===== config.mk =====
export PLATFORM = sky130hd
export DESIGN_NAME = spm_wb_ctrl_flat
export DESIGN_NICKNAME = d
export VERILOG_FILES = /design/src/rtl/spm_wb_ctrl_if.sv /design/src/rtl/spm_wb_ctrl.sv /design/src/flat_wrapper.sv
export SDC_FILE = /design/constraint.sdc
export NUM_CORES = 1
export LEC_CHECK = 0
export ABC_AREA = 1
export ABC_CLOCK_PERIOD_IN_PS = 4059
export CAP_MARGIN = 10
export CORE_MARGIN = 4
export CORE_UTILIZATION = 45
export CTS_CLUSTER_SIZE = 8
export DETAILED_ROUTE_END_ITERATION = 10
export PLACE_DENSITY = 0.73
export SKIP_CTS_REPAIR_TIMING = 1
export SLEW_MARGIN = 20
export SYNTH_ARGS = -nofsm -noshare
export SYNTH_HDL_FRONTEND = slang
export SYNTH_SLANG_ARGS = --single-unit

===== constraint.sdc =====
create_clock -name clk -period 4.06 [get_ports clk]
set_input_delay 0.812 -clock clk [delete_from_list [all_inputs] [get_ports clk]]
set_output_delay 0.812 -clock clk [all_outputs]
set_load 0.03 [all_outputs]

===== src/rtl/spm_wb_ctrl_if.sv =====
// Wishbone slave bundle between the management-core bus and spm_wb_ctrl.
// Signal names keep the Caravel wbs_* naming so the top level wires up one-to-one.
interface spm_wb_ctrl_if;
    logic        wbs_stb_i;
    logic        wbs_cyc_i;
    logic        wbs_we_i;
    logic [3:0]  wbs_sel_i;
    logic [31:0] wbs_adr_i;
    logic [31:0] wbs_dat_i;
    logic        wbs_ack_o;
    logic [31:0] wbs_dat_o;

    modport master (
        output wbs_stb_i, wbs_cyc_i, wbs_we_i, wbs_sel_i, wbs_adr_i, wbs_dat_i,
        input  wbs_ack_o, wbs_dat_o
    );

    modport slave (
        input  wbs_stb_i, wbs_cyc_i, wbs_we_i, wbs_sel_i, wbs_adr_i, wbs_dat_i,
        output wbs_ack_o, wbs_dat_o
    );
endinterface


===== src/rtl/spm_wb_ctrl.sv =====
// Wishbone job controller for the 32x32 serial-parallel multiplier: loads operands,
// pulses start, waits for a fresh done edge or timeout, and collects both product halves.
module spm_wb_ctrl #(
    parameter logic [31:0] ADDR_BASE      = 32'h3000_0000,
    parameter int unsigned TIMEOUT_CYCLES = 255
) (
    input  logic                clk,
    input  logic                rst_n,
    spm_wb_ctrl_if.slave        wb,
    output logic [31:0]         spm_mc,
    output logic [31:0]         spm_mp,
    output logic                spm_start,
    output logic                spm_prod_sel,
    input  logic                spm_done,
    input  logic [31:0]         spm_prod,
    output logic                irq
);

    typedef enum logic [2:0] {
        S_IDLE,
        S_START,
        S_BUSY,
        S_SEL_LO,
        S_SEL_HI
    } state_t;

    localparam logic [2:0]  REG_MC     = 3'd0;
    localparam logic [2:0]  REG_MP     = 3'd1;
    localparam logic [2:0]  REG_CTRL   = 3'd2;
    localparam logic [2:0]  REG_PROD_L = 3'd3;
    localparam logic [2:0]  REG_PROD_H = 3'd4;
    localparam logic [15:0] CNT_LAST   = 16'(TIMEOUT_CYCLES - 1);

    state_t      state, state_nxt;
    logic [15:0] cnt;
    logic        done_q;
    logic        done_edge;
    logic        start_nxt, sel_nxt;

    logic [31:0] mc, mp, prod_lo, prod_hi;
    logic        flag_done, flag_to, flag_err, irq_en;

    logic        hit, req;
    logic        ack_q;
    logic [31:0] dat_q;
    logic        req_we;
    logic [2:0]  req_idx;
    logic [31:0] req_dat;
    logic [31:0] rd_data;

    logic        busy;
    logic        wr_mc, wr_mp, wr_ctrl;
    logic        go, clr, err_set, done_set, to_set;
    logic        unused_bits;

    assign unused_bits = ^{wb.wbs_sel_i, wb.wbs_adr_i[1:0]};

    // ---------------- Wishbone front end ----------------
    assign hit = (wb.wbs_adr_i[31:5] == ADDR_BASE[31:5]);
    assign req = wb.wbs_stb_i & wb.wbs_cyc_i & ~ack_q & hit;

    always_comb begin
        // NOTE: every always_comb output gets a default first so no latch is inferred.
        rd_data = '0;
        case (wb.wbs_adr_i[4:2])
            REG_MC:     rd_data = mc;
            REG_MP:     rd_data = mp;
            REG_CTRL:   rd_data = {27'd0, irq_en, flag_err, flag_to, flag_done, busy};
            REG_PROD_L: rd_data = prod_lo;
            REG_PROD_H: rd_data = prod_hi;
            default:    rd_data = '0;
        endcase
    end

    // The request is latched so the write lands in the ack cycle regardless of when
    // the master drops its strobe.
    always_ff @(posedge clk or negedge rst_n) begin
        // NOTE: sequential state uses non-blocking assignments only.
        if (!rst_n) begin
            ack_q   <= 1'b0;
            dat_q   <= '0;
            req_we  <= 1'b0;
            req_idx <= '0;
            req_dat <= '0;
        end else begin
            ack_q <= req;
            dat_q <= (req && !wb.wbs_we_i) ? rd_data : '0;
            if (req) begin
                req_we  <= wb.wbs_we_i;
                req_idx <= wb.wbs_adr_i[4:2];
                req_dat <= wb.wbs_dat_i;
            end
        end
    end

    assign wb.wbs_ack_o = ack_q;
    assign wb.wbs_dat_o = dat_q;

    // ---------------- register writes and flags ----------------
    assign busy     = (state != S_IDLE);
    assign wr_mc    = ack_q & req_we & (req_idx == REG_MC);
    assign wr_mp    = ack_q & req_we & (req_idx == REG_MP);
    assign wr_ctrl  = ack_q & req_we & (req_idx == REG_CTRL);
    assign go       = wr_ctrl & req_dat[0] & ~busy;
    assign clr      = wr_ctrl & req_dat[1];
    assign err_set  = busy & (wr_mc | wr_mp | (wr_ctrl & req_dat[0]));
    assign done_set = (state == S_SEL_HI);
    assign to_set   = (state == S_BUSY) & ~done_edge & (cnt == CNT_LAST);

    always_ff @(posedge clk or negedge rst_n) begin
        if (!rst_n) begin
            mc        <= '0;
            mp        <= '0;
            prod_lo   <= '0;
            prod_hi   <= '0;
            flag_done <= 1'b0;
            flag_to   <= 1'b0;
            flag_err  <= 1'b0;
            irq_en    <= 1'b0;
            irq       <= 1'b0;
        end else begin
            if (wr_mc && !busy) mc <= req_dat;
            if (wr_mp && !busy) mp <= req_dat;
            if (wr_ctrl)        irq_en <= req_dat[2];
            if (state == S_SEL_LO) prod_lo <= spm_prod;
            if (state == S_SEL_HI) prod_hi <= spm_prod;
            // A set in the same cycle as CLR wins.
            flag_done <= done_set | (flag_done & ~clr);
            flag_to   <= to_set   | (flag_to   & ~clr);
            flag_err  <= err_set  | (flag_err  & ~clr);
            irq       <= irq_en & (flag_done | flag_to);
        end
    end

    assign spm_mc = mc;
    assign spm_mp = mp;

    // ---------------- sequencer ----------------
    assign done_edge = spm_done & ~done_q;

    always_ff @(posedge clk or negedge rst_n) begin
        if (!rst_n) begin
            state        <= S_IDLE;
            cnt          <= '0;
            done_q       <= 1'b0;
            spm_start    <= 1'b0;
            spm_prod_sel <= 1'b0;
        end else begin
            state        <= state_nxt;
            done_q       <= spm_done;
            spm_start    <= start_nxt;
            spm_prod_sel <= sel_nxt;
            if (state == S_START)     cnt <= '0;
            else if (state == S_BUSY) cnt <= cnt + 16'd1;
        end
    end

    always_comb begin
        state_nxt = state;
        case (state)
            S_IDLE:   if (go) state_nxt = S_START;
            S_START:  state_nxt = S_BUSY;
            S_BUSY: begin
                if (done_edge)            state_nxt = S_SEL_LO;
                else if (cnt == CNT_LAST) state_nxt = S_IDLE;
            end
            S_SEL_LO: state_nxt = S_SEL_HI;
            S_SEL_HI: state_nxt = S_IDLE;
            default:  state_nxt = S_IDLE;
        endcase
    end

    // Outputs are decoded from the next state and registered, so they line up with state.
    always_comb begin
        start_nxt = (state_nxt == S_START);
        sel_nxt   = (state_nxt == S_SEL_HI);
    end

endmodule

===== src/flat_wrapper.sv =====
// flat-port wrapper written by rule: the top's interface ports become plain ports
module spm_wb_ctrl_flat 
#(
    parameter logic [31:0] ADDR_BASE      = 32'h3000_0000,
    parameter int unsigned TIMEOUT_CYCLES = 255
)
  (clk, rst_n, spm_mc, spm_mp, spm_start, spm_prod_sel, spm_done, spm_prod, irq, wb_wbs_stb_i, wb_wbs_cyc_i, wb_wbs_we_i, wb_wbs_sel_i, wb_wbs_adr_i, wb_wbs_dat_i, wb_wbs_ack_o, wb_wbs_dat_o);
  spm_wb_ctrl_if wb_i ();
  input  logic clk;
  input  logic rst_n;
  output logic [31:0] spm_mc;
  output logic [31:0] spm_mp;
  output logic spm_start;
  output logic spm_prod_sel;
  input  logic spm_done;
  input  logic [31:0] spm_prod;
  output logic irq;
  input wire logic [$bits(wb_i.wbs_stb_i)-1:0] wb_wbs_stb_i;
  input wire logic [$bits(wb_i.wbs_cyc_i)-1:0] wb_wbs_cyc_i;
  input wire logic [$bits(wb_i.wbs_we_i)-1:0] wb_wbs_we_i;
  input wire logic [$bits(wb_i.wbs_sel_i)-1:0] wb_wbs_sel_i;
  input wire logic [$bits(wb_i.wbs_adr_i)-1:0] wb_wbs_adr_i;
  input wire logic [$bits(wb_i.wbs_dat_i)-1:0] wb_wbs_dat_i;
  output wire logic [$bits(wb_i.wbs_ack_o)-1:0] wb_wbs_ack_o;
  output wire logic [$bits(wb_i.wbs_dat_o)-1:0] wb_wbs_dat_o;
  assign wb_i.wbs_stb_i = wb_wbs_stb_i;
  assign wb_i.wbs_cyc_i = wb_wbs_cyc_i;
  assign wb_i.wbs_we_i = wb_wbs_we_i;
  assign wb_i.wbs_sel_i = wb_wbs_sel_i;
  assign wb_i.wbs_adr_i = wb_wbs_adr_i;
  assign wb_i.wbs_dat_i = wb_wbs_dat_i;
  assign wb_wbs_ack_o = wb_i.wbs_ack_o;
  assign wb_wbs_dat_o = wb_i.wbs_dat_o;
  spm_wb_ctrl #(.ADDR_BASE(ADDR_BASE), .TIMEOUT_CYCLES(TIMEOUT_CYCLES)) u_core (.clk(clk), .rst_n(rst_n), .wb(wb_i), .spm_mc(spm_mc), .spm_mp(spm_mp), .spm_start(spm_start), .spm_prod_sel(spm_prod_sel), .spm_done(spm_done), .spm_prod(spm_prod), .irq(irq));
endmodule

==> impl_metrics.env <==
export IMPL_grt_start_max_net_pins=85
export IMPL_syn_nets=1188
export IMPL_grt_pass1_vias=7826
export IMPL_yosysTopAreaCell="dfrtp_1"
export IMPL_timing_fmax_mhz=401.4
export IMPL_fp_dieW_um=153.8
export IMPL_setup_viol=0
export IMPL_worst_slew_pin_transition_ns=0.8445
export IMPL_routedWlPerCell_um=15.71
export IMPL_max_slew_margin=0.4318
export IMPL_p_per_area_mw_per_mm2=378.4
export IMPL_routed_via_density=5.021
export IMPL_synth_avg_cell_area_um2=8.851
export IMPL_synth_commonest_cells="nand2_1, dfrtp_1, inv_1, o21ai_0, nor2_1"
export IMPL_finalClockSkew_ns=0.01158
export IMPL_htree_levels=1
export IMPL_dieArea_mm2=0.02364
export IMPL_port_buffers=199
export IMPL_drive_gt1_frac=0.07463
export IMPL_endpoint_kind="output pin"
export IMPL_final_hold_violation_count=0
export IMPL_drcViolationCount=0
export IMPL_rsz0062_at_grt="false"
export IMPL_syn_area_mm2=0.009559
export IMPL_critPathSlowestCell="clkdlybuf4s50_1"
export IMPL_numClockSinks=224
export IMPL_ys_seq_elements=224
export IMPL_top_layer="met4"
export IMPL_yosysMostFrequentCell="nand2_1"
export IMPL_post_route_min_period_ns=2.491
export IMPL_ant_nets=0
export IMPL_cts_root_buf="clkbuf_16"
export IMPL_path_cells="clkdlybuf4s50_1"
export IMPL_crit_arrival_ns=1.68
export IMPL_grt_pass1_wl_um=39860
export IMPL_drv_cap=0
export IMPL_area_delta_synth_final_pct=30.99
export IMPL_io_pin_count=206
export IMPL_synth_flop_cell="dfrtp_1"
export IMPL_ys_top_cells_by_area="dfrtp_1, nand2_1, o21ai_0"
export IMPL_core_mm2=0.02096
export IMPL_ir_worst_vdd_mv=0.3012
export IMPL_initial_utilization=0.4562
export IMPL_met3WireLength_um=1494
export IMPL_fin_nets=1382
export IMPL_firstDrtPassIters=4
export IMPL_wl_met1_um=10370
export IMPL_drtIter0Drc=402
export IMPL_numCtsBuffers=31
export IMPL_grt_use_total=0.2054
export IMPL_leakage_nw=5.948
export IMPL_status="completed"
export IMPL_synthArstFlopShare=1.000
export IMPL_synth_cells=1080
export IMPL_vias=7778
export IMPL_required_ns=3.25
export IMPL_finalSetupTns_ns=0
export IMPL_cp_start_kind="flip-flop"
export IMPL_yosys_warnings=0
export IMPL_grt_ovfl_total=0
export IMPL_clk_path_buf_depth=3
export IMPL_gp_congestion=0.8424
export IMPL_placed_cells=1516
export IMPL_dieHeight_um=153.8
export IMPL_cts_tree="done"
export IMPL_crit_family="buffers and inverters"
export IMPL_drv_slew=0
export IMPL_dpl_hpwl_um=15800
export IMPL_crit_buf_inv=1
export IMPL_clkLatencyLatePin_ns=0.54
export IMPL_critPathMaxStageDelay_ns=0.75
export IMPL_synth_top_cell_area_share=0.5864
export IMPL_final_period_utilization=0.6136
export IMPL_dr_wl_met2_um=11770
export IMPL_antenna_found_initial=1
export IMPL_synth_cell_types=33
export IMPL_path_class="reg2out"
export IMPL_synth_edf_count=0
export IMPL_synth_seq_area_share=0.5864
export IMPL_cp_max_fo=3
export IMPL_rows=53
export IMPL_worst_hold_path_type="in2async"
export IMPL_drt_wl_total_um=24330
export IMPL_fin_cells=1549
export IMPL_clk_pin_slew_worst_paths_ns=0.05
flip-flops by register name, indices dropped and copies added (netlist names), 3 cells and up:
signal	flops
u_core.prod_hi	32
u_core.spm_mc	32
u_core.prod_lo	32
u_core.cnt	16
u_core.req_dat	32
u_core.wb.wbs_dat_o	32
u_core.spm_mp	32
u_core.req_idx	3
u_core.state	3
per-layer routing:
layer | up-vias | track usage
li1 | 3800 | -
met1 | 3690 | 0.2721
met2 | 234 | 0.3453
met3 | 54 | 0.03968
met4 | 0 | 0.06266
met5 | - | 0
placed cells by master (no fill, tap or decap), types with 3 or more instances in the layout:
cell / Yosys / routed
a21oi_1: 30 / 30
buf_4: 0 / 6
clkbuf_16: 0 / 31
clkdlybuf4s50_1: 0 / 198
dfrtp_1: 224 / 224
inv_1: 104 / 104
inv_2: 8 / 8
nand2_1: 336 / 335
nand2_2: 3 / 3
nand3_1: 41 / 41
nand3_4: 3 / 3
nand4_1: 5 / 5
nor2_1: 75 / 75
nor3_1: 4 / 4
o21ai_0: 86 / 86
o21ai_1: 65 / 65
o21ai_2: 30 / 30
report_power, final:
part | switching [mW] | total [mW] | internal, mW | leakage (nW)
clock network | 0.870 | 2.20 | 1.33 | 0.392
logic | 0.127 | 0.251 | 0.124 | 2.77
registers | 0.0178 | 2.29 | 2.27 | 2.79
cells by family after synthesis:
kind of cell	share of synthesized area
and+or+nand+nor	0.2082
buffers and inverters	0.07330
AOI/OAI and AO/OA	0.1262
muxes	0.002356
DFF	0.5864
adders and majority gates	0.002617
xor gates and xnor gates	0.0009164
worst paths after layout:
kind / from / to / slack (ns) / cells after the start
max: u_core.spm_mc[31] / spm_mc[31] / 1.57 / 1
max reg2reg: u_core.state[1] / u_core.spm_mc[3] / 1.96 / 6
min: rst_n / u_core.cnt[6] / 0.23 / 1
min reg2reg: u_core.prod_lo[24] / u_core.prod_lo[24] / 0.48 / 2
max in group asynchronous: rst_n / u_core.prod_hi[4] / 3.03 / 2
min in group clk: u_core.prod_lo[24] / u_core.prod_lo[24] / 0.48 / 2
layout make-up:
cell class	instances	area [um2]
clock buffer	31	775.7
sequential	224	5605
tap	275	344.1
antenna	1	2.502
inverter	112	420.4
multi-input combinational	698	3272
clock inverter	1	20.02
fill	1852	8433
timing repair buffer	207	2082
stage by stage:
| stage | utilization | worst slack, ns | power [mW] | hold slack, ns | area (um2) |
|---|---|---|---|---|---|
| after global placement | 0.5592 | 1.197 | 2.574 | 0.4645 | 11720 |
| after floorplan | - | 2.343 | 2.403 | 0.4492 | 9559 |
| after CTS | 0.5972 | 1.553 | 4.793 | 0.2276 | 12510 |
| after global routing | 0.5976 | 1.498 | 4.910 | 0.2600 | 12520 |
| final | 0.5976 | 1.569 | 4.739 | 0.2252 | 12520 |
| after detailed placement | 0.5592 | 1.165 | 2.579 | 0.4677 | 11720 |
No activity file was read; power rests on OpenSTA's default activity.
